$ cat src/rtl/des_pkg.sv
// Shared DES constants and FSM encoding for the Feistel encrypt/decrypt sequencers.
// Latency: n/a (declarations only).
// Backpressure: n/a (declarations only).
package des_pkg;

  // Rounds per block and width of each Feistel half.
  localparam int NUM_ROUNDS = 16;
  localparam int HALF_W     = 32;

  // Subkey index width (K1..K16 -> 0..15).
  localparam int KEY_IDX_W  = 4;

  // Round counter width; one spare bit so the counter can step past the last round.
  localparam int RND_W      = 5;

  // Sequencer state encoding.
  typedef enum logic [1:0] {
    ST_IDLE  = 2'd0,
    ST_ROUND = 2'd1,
    ST_DONE  = 2'd2
  } fsm_state_t;

endpackage

$ cat src/rtl/feistel_half_reg.sv
// L/R half-block register pair with load, round and hold controls.
// Latency: load and round updates take effect on the next rising edge.
// Backpressure: none here; the owner decides when to load or round, otherwise the pair holds.
module feistel_half_reg #(
  parameter int HALF_W = 32
) (
  input  logic              clk,
  input  logic              rst_n,
  input  logic              load,
  input  logic              round,
  input  logic [HALF_W-1:0] ld_l,
  input  logic [HALF_W-1:0] ld_r,
  input  logic [HALF_W-1:0] f_in,
  output logic [HALF_W-1:0] l,
  output logic [HALF_W-1:0] r
);

  // Load wins over round; with neither asserted both halves hold their value.
  always_ff @(posedge clk or negedge rst_n) begin
    if (!rst_n) begin
      l <= '0;
      r <= '0;
    end else if (load) begin
      l <= ld_l;
      r <= ld_r;
    end else if (round) begin
      l <= r;
      r <= l ^ f_in;
    end
  end

endmodule

$ cat src/rtl/feistel_dec_seq.sv
// Sequential Feistel decryptor: one round per cycle, subkeys applied K16 down to K1.
// Latency: out_valid rises NUM_ROUNDS cycles after the accepting edge.
// Backpressure: result holds in DONE until out_ready; new input accepted only in IDLE.
module feistel_dec_seq
  import des_pkg::*;
#(
  parameter int NUM_ROUNDS = des_pkg::NUM_ROUNDS,
  parameter int HALF_W     = des_pkg::HALF_W
) (
  input  logic                 clk,
  input  logic                 rst_n,
  input  logic                 in_valid,
  output logic                 in_ready,
  input  logic [HALF_W-1:0]    ct_L,
  input  logic [HALF_W-1:0]    ct_R,
  output logic [HALF_W-1:0]    f_R,
  output logic [KEY_IDX_W-1:0] key_idx,
  input  logic [HALF_W-1:0]    f_in,
  output logic                 out_valid,
  input  logic                 out_ready,
  output logic [HALF_W-1:0]    pt_L,
  output logic [HALF_W-1:0]    pt_R,
  output logic                 busy
);

  localparam logic [RND_W-1:0] LAST_RND = RND_W'(NUM_ROUNDS - 1);

  fsm_state_t         state;
  logic [RND_W-1:0]   rnd;
  logic [RND_W-1:0]   rnd_rev;
  logic               load;
  logic               round_en;
  logic [HALF_W-1:0]  l_q;
  logic [HALF_W-1:0]  r_q;

  // in_ready is registered and only ever high in IDLE, so this is the handshake.
  assign load     = in_valid && in_ready;
  // f_in is consumed only while rounds are running.
  assign round_en = (state == ST_ROUND);

  feistel_half_reg #(
    .HALF_W (HALF_W)
  ) u_half_reg (
    .clk   (clk),
    .rst_n (rst_n),
    .load  (load),
    .round (round_en),
    .ld_l  (ct_L),
    .ld_r  (ct_R),
    .f_in  (f_in),
    .l     (l_q),
    .r     (r_q)
  );

  // Round rnd uses subkey NUM_ROUNDS-1-rnd; outside ROUND the index is parked at 0.
  assign rnd_rev = LAST_RND - rnd;
  assign key_idx = round_en ? rnd_rev[KEY_IDX_W-1:0] : '0;
  assign f_R     = r_q;

  // The final swap is just a rewiring: R16 goes left, L16 goes right.
  assign pt_L = r_q;
  assign pt_R = l_q;

  // Sequencer: state, round counter and the registered handshake/status outputs.
  always_ff @(posedge clk or negedge rst_n) begin
    if (!rst_n) begin
      state     <= ST_IDLE;
      rnd       <= '0;
      in_ready  <= 1'b1;
      out_valid <= 1'b0;
      busy      <= 1'b0;
    end else begin
      case (state)
        ST_IDLE: begin
          if (load) begin
            rnd      <= '0;
            state    <= ST_ROUND;
            in_ready <= 1'b0;
            busy     <= 1'b1;
          end
        end
        ST_ROUND: begin
          // The counter steps every round; on the last one it parks past the end
          // and is only reloaded by the next IDLE handshake.
          rnd <= rnd + RND_W'(1);
          if (rnd == LAST_RND) begin
            state     <= ST_DONE;
            out_valid <= 1'b1;
          end
        end
        ST_DONE: begin
          if (out_ready) begin
            state     <= ST_IDLE;
            out_valid <= 1'b0;
            busy      <= 1'b0;
            in_ready  <= 1'b1;
          end
        end
        default: begin
          state     <= ST_IDLE;
          in_ready  <= 1'b1;
          out_valid <= 1'b0;
          busy      <= 1'b0;
        end
      endcase
    end
  end

endmodule

$ cat config.mk
export PLATFORM = sky130hd
export DESIGN_NAME = feistel_dec_seq
export DESIGN_NICKNAME = d
export VERILOG_FILES = /design/src/rtl/des_pkg.sv /design/src/rtl/feistel_half_reg.sv /design/src/rtl/feistel_dec_seq.sv
export SDC_FILE = /design/constraint.sdc
export NUM_CORES = 1
export LEC_CHECK = 0
export CAP_MARGIN = 10
export CORE_ASPECT_RATIO = 0.9
export CORE_UTILIZATION = 43
export CTS_CLUSTER_DIAMETER = 80
export DETAILED_ROUTE_END_ITERATION = 6
export PLACE_DENSITY = 0.89
export SLEW_MARGIN = 20
export SYNTH_ARGS = -nofsm -noshare
export SYNTH_HDL_FRONTEND = slang
export SYNTH_SLANG_ARGS = --single-unit
$ cat constraint.sdc
create_clock -name clk -period 3.8 [get_ports clk]
set_input_delay 0.76 -clock clk [delete_from_list [all_inputs] [get_ports clk]]
set_output_delay 0.76 -clock clk [all_outputs]
set_load 0.005 [all_outputs]
== Word-level counts from Yosys, hierarchy flattened ==
Cells that the tools add are included.

* Logic and storage cells: 45
* Register bits: 74
* Bits of input ports: 100
* Output and inout port bits: 103

* Equality and inequality tests: 6
* Add/subtract/negate cells: 2
* Multiplexer cells: 19
* Bitwise gates (word level): 3
* Reduce and logical (&&, ||, !) cells: 8

{| class="wikitable"
|+ Operators with widths
! operator !! count
|-
| two-way mux 32 bit || 4
|-
| bitwise XOR 32 bit || 1
|-
| one-hot mux 5 bit (2 select lines) || 1
|-
| one-hot mux 1 bit (3 select lines) || 3
|-
| AND reduction 3 bit || 3
|-
| two-way mux 2 bit || 3
|-
| one-hot mux 2 bit (3 select lines) || 1
|-
| adder 5 x 1 -> 5 bit (second input constant) || 1
|-
| equality test 5 x 4 -> 1 bit (second input constant) || 1
|-
| two-way mux 1 bit || 5
|-
| two-way mux 5 bit || 1
|-
| two-way mux 4 bit || 1
|-
| inequality test 2 bit (second input constant) || 2
|-
| nonzero test 2 bit || 2
|-
| subtractor 4 bit (first input constant) || 1
|-
| equality test 2 x 1 -> 1 bit (second input constant) || 1
|-
| equality test 2 bit (second input constant) || 1
|-
| zero test 2 bit || 1
|-
| inequality test 2 x 1 -> 1 bit (second input constant) || 1
|-
| inverter 1 bit || 2
|-
| AND reduction 2 bit || 1
|-
| logical AND 1 bit || 1
|}

== Logic depth before layout (Yosys ltp) ==
* Depth after elaboration: 3
* Depth in mapped cells: 7
* Mapped depth without buffers: 5

== Hierarchy ==
Synthesis repeated with hierarchy kept, for this count alone.

* Cell total of the unflattened synthesis: 394
* Area total of the unflattened synthesis: 4192.8 um2

{| class="wikitable"
|+ By module, submodules not included
! module !! seq. area each (um2) !! instances !! area each (um2) !! cells each
|-
| feistel_half_reg || 1601.5 || 1 || 3442.1 || 313
|-
| feistel_dec_seq || 251.5 || 1 || 750.7 || 81
|}

== Worst setup path before layout ==
Ideal clock, no wire load.

* Path kind: register to output
* Start: register state[1]
* End: output key_idx[1]
* Arrival time: 1.026 ns
* Slack: 2.014 ns
* Buffers on the path: 3
* Data required time: 3.040 ns
* Stages on the path, launching flop included: 6
* Cell sequence: dfrtp_1 -> buf_4 -> nand2b_1 -> buf_4 -> buf_2 -> nor2_1

* Longest elaborated chain between the ends: 2

{| class="wikitable"
|+ RTL lines
! item !! line !! text
|-
| start: declaration || feistel_dec_seq.sv:28 || <nowiki>fsm_state_t state;</nowiki>
|-
| start signal: assignment || feistel_dec_seq.sv:67 || <nowiki>state <= ST_IDLE;</nowiki>
|-
| start signal: assignment || feistel_dec_seq.sv:77 || <nowiki>state <= ST_ROUND;</nowiki>
|-
| start signal: assignment || feistel_dec_seq.sv:87 || <nowiki>state <= ST_DONE;</nowiki>
|-
| equality test 2 x 1 -> 1 bit || feistel_dec_seq.sv:39 || <nowiki>assign round_en = (state == ST_ROUND);</nowiki>
|-
| two-way mux 4 bit || feistel_dec_seq.sv:57 || <nowiki>assign key_idx = round_en ? rnd_rev[KEY_IDX_W-1:0] : '0;</nowiki>
|-
| end: declaration || feistel_dec_seq.sv:17 || <nowiki>output logic [KEY_IDX_W-1:0] key_idx,</nowiki>
|}

Every way passes these cells.

== Final worst setup path ==
* Start: register state[1]
* End: output key_idx[3]

The elaborated chain is that of the path after synthesis.

==> metrics.cfg <==
[run_status]
status=finished clean

[power_and_ir_drop]
power_frac_seq=0.337
power.total_uw=4860
p_clk_frac=0.155
comb_power_share=0.507
p_leak_uw=0.00248
powerDensity_mw_per_mm2=817
ir_worst_vdd_mv=0.447
p_sw_frac=0.350
power_switching_uw=1700
p_int_uw=3160

[cts]
clock_latency_ns=0.33
ctsResizeCount=0
ctsLongestPathBuffers=2
cts_made_buffers=9
postCtsHoldBufs=0
cts.sinks=74
cts_setup_buffers=0
clockRootBuffer=clkbuf_8
cts_tree=yes
clk_pin_slew_ns=0.07
htreeDepth=3

[sta]
skew_ns=0.00824
rsz0062_at_grt=no
slew_headroom=0.389
setup_tns_ns=0
worst_pin_slew_ns=0.916
slew_viol_final=0
finalCritPeriodShare=0.765
fmax_mhz=344
hold_violations=0
finalSetupViolations=0
period_needed_ns=2.91

[synth]
synthCells=463
netlist_area_mm2=0.00392
synth_top_cell_area_share=0.466
ys_seq_area_frac=0.473
syn_nets=565
syn_avg_cell_area_um2=8.46
synthFlopType=dfrtp_1
synth_seq_cells=74
yosysTopAreaCell=dfrtp_1
synth_area_leaders=dfrtp_1, nand2_1, xor2_1, buf_4, nor2_1
async_reset_ff_frac=1.00
yosys.cell_types.count=27
yosysMostFrequentCell=nand2_1
synth_edf_count=0
synth_top_cells_by_count=nand2_1, dfrtp_1, nor2_1, o21ai_1, buf_4
ys_warn_count=0

[critical_path]
cpMaxStageDelayCell=clkdlybuf4s50_1
cp_top_family=simple AND/OR/NAND/NOR gates
max_stage_delay_ns=0.54
cp-start-kind=register
worst-setup-path-type=register to output port
r2r-end=u_half_reg.l[3]
crit_chain=nand2b_2 -> nor2_1 -> clkdlybuf4s50_1
r2r-start=state[1]
endpoint_kind=output port
ff2ff_path_depth=4
worst-path-buf-inv=1
crit_required_ns=3.04
crit_arrival_ns=2.15
r2r_setup_slack_ns=1.81
worst-path-max-fanout=33

[layout]
num_antenna_cells=0
syn2layout_area_growth_pct=51.9
finalNetCount=719
final-instance-count-excl-fill=741
layout-drive-gt1-share=0.0402

[placement]
port_buffers=202
gp_congestion=0.755
dpl.hpwl_mm=7.96
dp.cells=725

[routing]
drtIter0Drc=170
wirelength_mm=11.1
via_per_inst=5.13
postRouteAntennaNets=0
vias=3799
wl_per_cell_um=15.0
drc_errors=0
first_pass_iters=5

[global_route]
grt_pass1_wl_mm=17.2
grt_max_degree=75
grt-ovfl-total=0
antenna_found_initial=0
grtUsageTotal=0.232
first_global_vias=3572

[floorplanning]
io_pins=203
die_w_um=103
dieArea_mm2=0.00949
coreArea_mm2=0.00869
floorplan.initialDensity=0.451
rows=32
die_h_um=92.5

[hold_path]
hold_depth=1
worstHoldEndpoint=rnd[4]
min_path_type=register to register
hp-start=rnd[4]

[job]
drv_cap=0

-- power groups by stage --
stage	sequential, uW	combinational [uW]	clock (uW)
6_report	1640	2470	755
5_1_grt	1700	2720	798
4_1_cts	1640	2490	774
3_5_place_dp	1640	2470	0
3_3_place_gp	1620	2400	0
2_1_floorplan	1580	1360	0
-- worst max-delay path by stage --
stage / start / end / slack, ns / cells past startpoint
6_report: state[1] / key_idx[3] / 0.89 / 3
5_1_grt: state[1] / key_idx[0] / 0.75 / 3
2_1_floorplan: state[1] / key_idx[1] / 2.01 / 5
3_5_place_dp: in_valid / rnd[3] / 1.22 / 4
4_1_cts: state[1] / key_idx[0] / 0.88 / 3
3_3_place_gp: in_valid / rnd[3] / 1.24 / 4
-- final cells by class --
cell class / instances / area (um2)
inverters: 3 / 11.3
multi-input cells: 324 / 1630
repair buffers: 205 / 2050
well taps: 119 / 149
fillers: 672 / 2740
clock inverters: 4 / 97.6
clock buffers: 12 / 155
flip-flops and latches: 74 / 1850
-- per-stage QoR --
step	worst slack [ns]	hold WS [ns]	utilization	instance area, um2
floorplan	2.01	0.456	-	3920
global placement	1.24	0.485	0.656	5700
detailed placement	1.22	0.490	0.656	5700
CTS	0.878	0.509	0.685	5950
global route	0.747	0.527	0.685	5950
finish	0.894	0.507	0.685	5950
-- state kept, by name (all words and copies together) (netlist names) --
name and count:
u_half_reg.r 32, u_half_reg.l 32, rnd 5, in_ready 1
state 2, out_valid 1, busy 1
-- cell usage in the layout (no fill, tap or decap), drive strengths merged --
master         instances
clkdlybuf4s50        201
nand2                102
dfrtp                 73
nor2                  72
o21ai                 67
xor2                  32
a31oi                 32
clkbuf                12
buf                    4
a21oi                  3
bufinv                 3
inv                    3
and3                   2
a21o                   2
o2bb2ai                2
ha                     2
nand2b                 1
and2b                  1
and2                   1
a2bb2oi                1
mux2                   1
a221o                  1
mux2i                  1
a22o                   1
clkinvlp               1
dfstp                  1
-- layer usage --
| metal | vias up | wire length [um] | GRT usage |
|---|---|---|---|
| met3 | 17 | 746 | 0.0400 |
| met4 | 0 | 178 | 0.0762 |
| li1 | 1804 | - | - |
| met1 | 1830 | 4550 | 0.287 |
| met5 | - | 0 | 0 |
| met2 | 148 | 5610 | 0.406 |
-- cell families (layout without fill, tap and decap cells) --
logic type / after synthesis / in the layout / synth area share
adder cells (fa/ha/maj): 2 / 2 / 0.00639
flip-flops: 74 / 74 / 0.473
AO/OA/AOI/OAI: 109 / 109 / 0.156
XOR/XNOR: 32 / 32 / 0.0716
AND/OR/NAND/NOR: 179 / 179 / 0.175
multiplexers: 2 / 2 / 0.00543
buffers and inverters: 65 / 224 / 0.112
(Power assumes the default switching activity.)
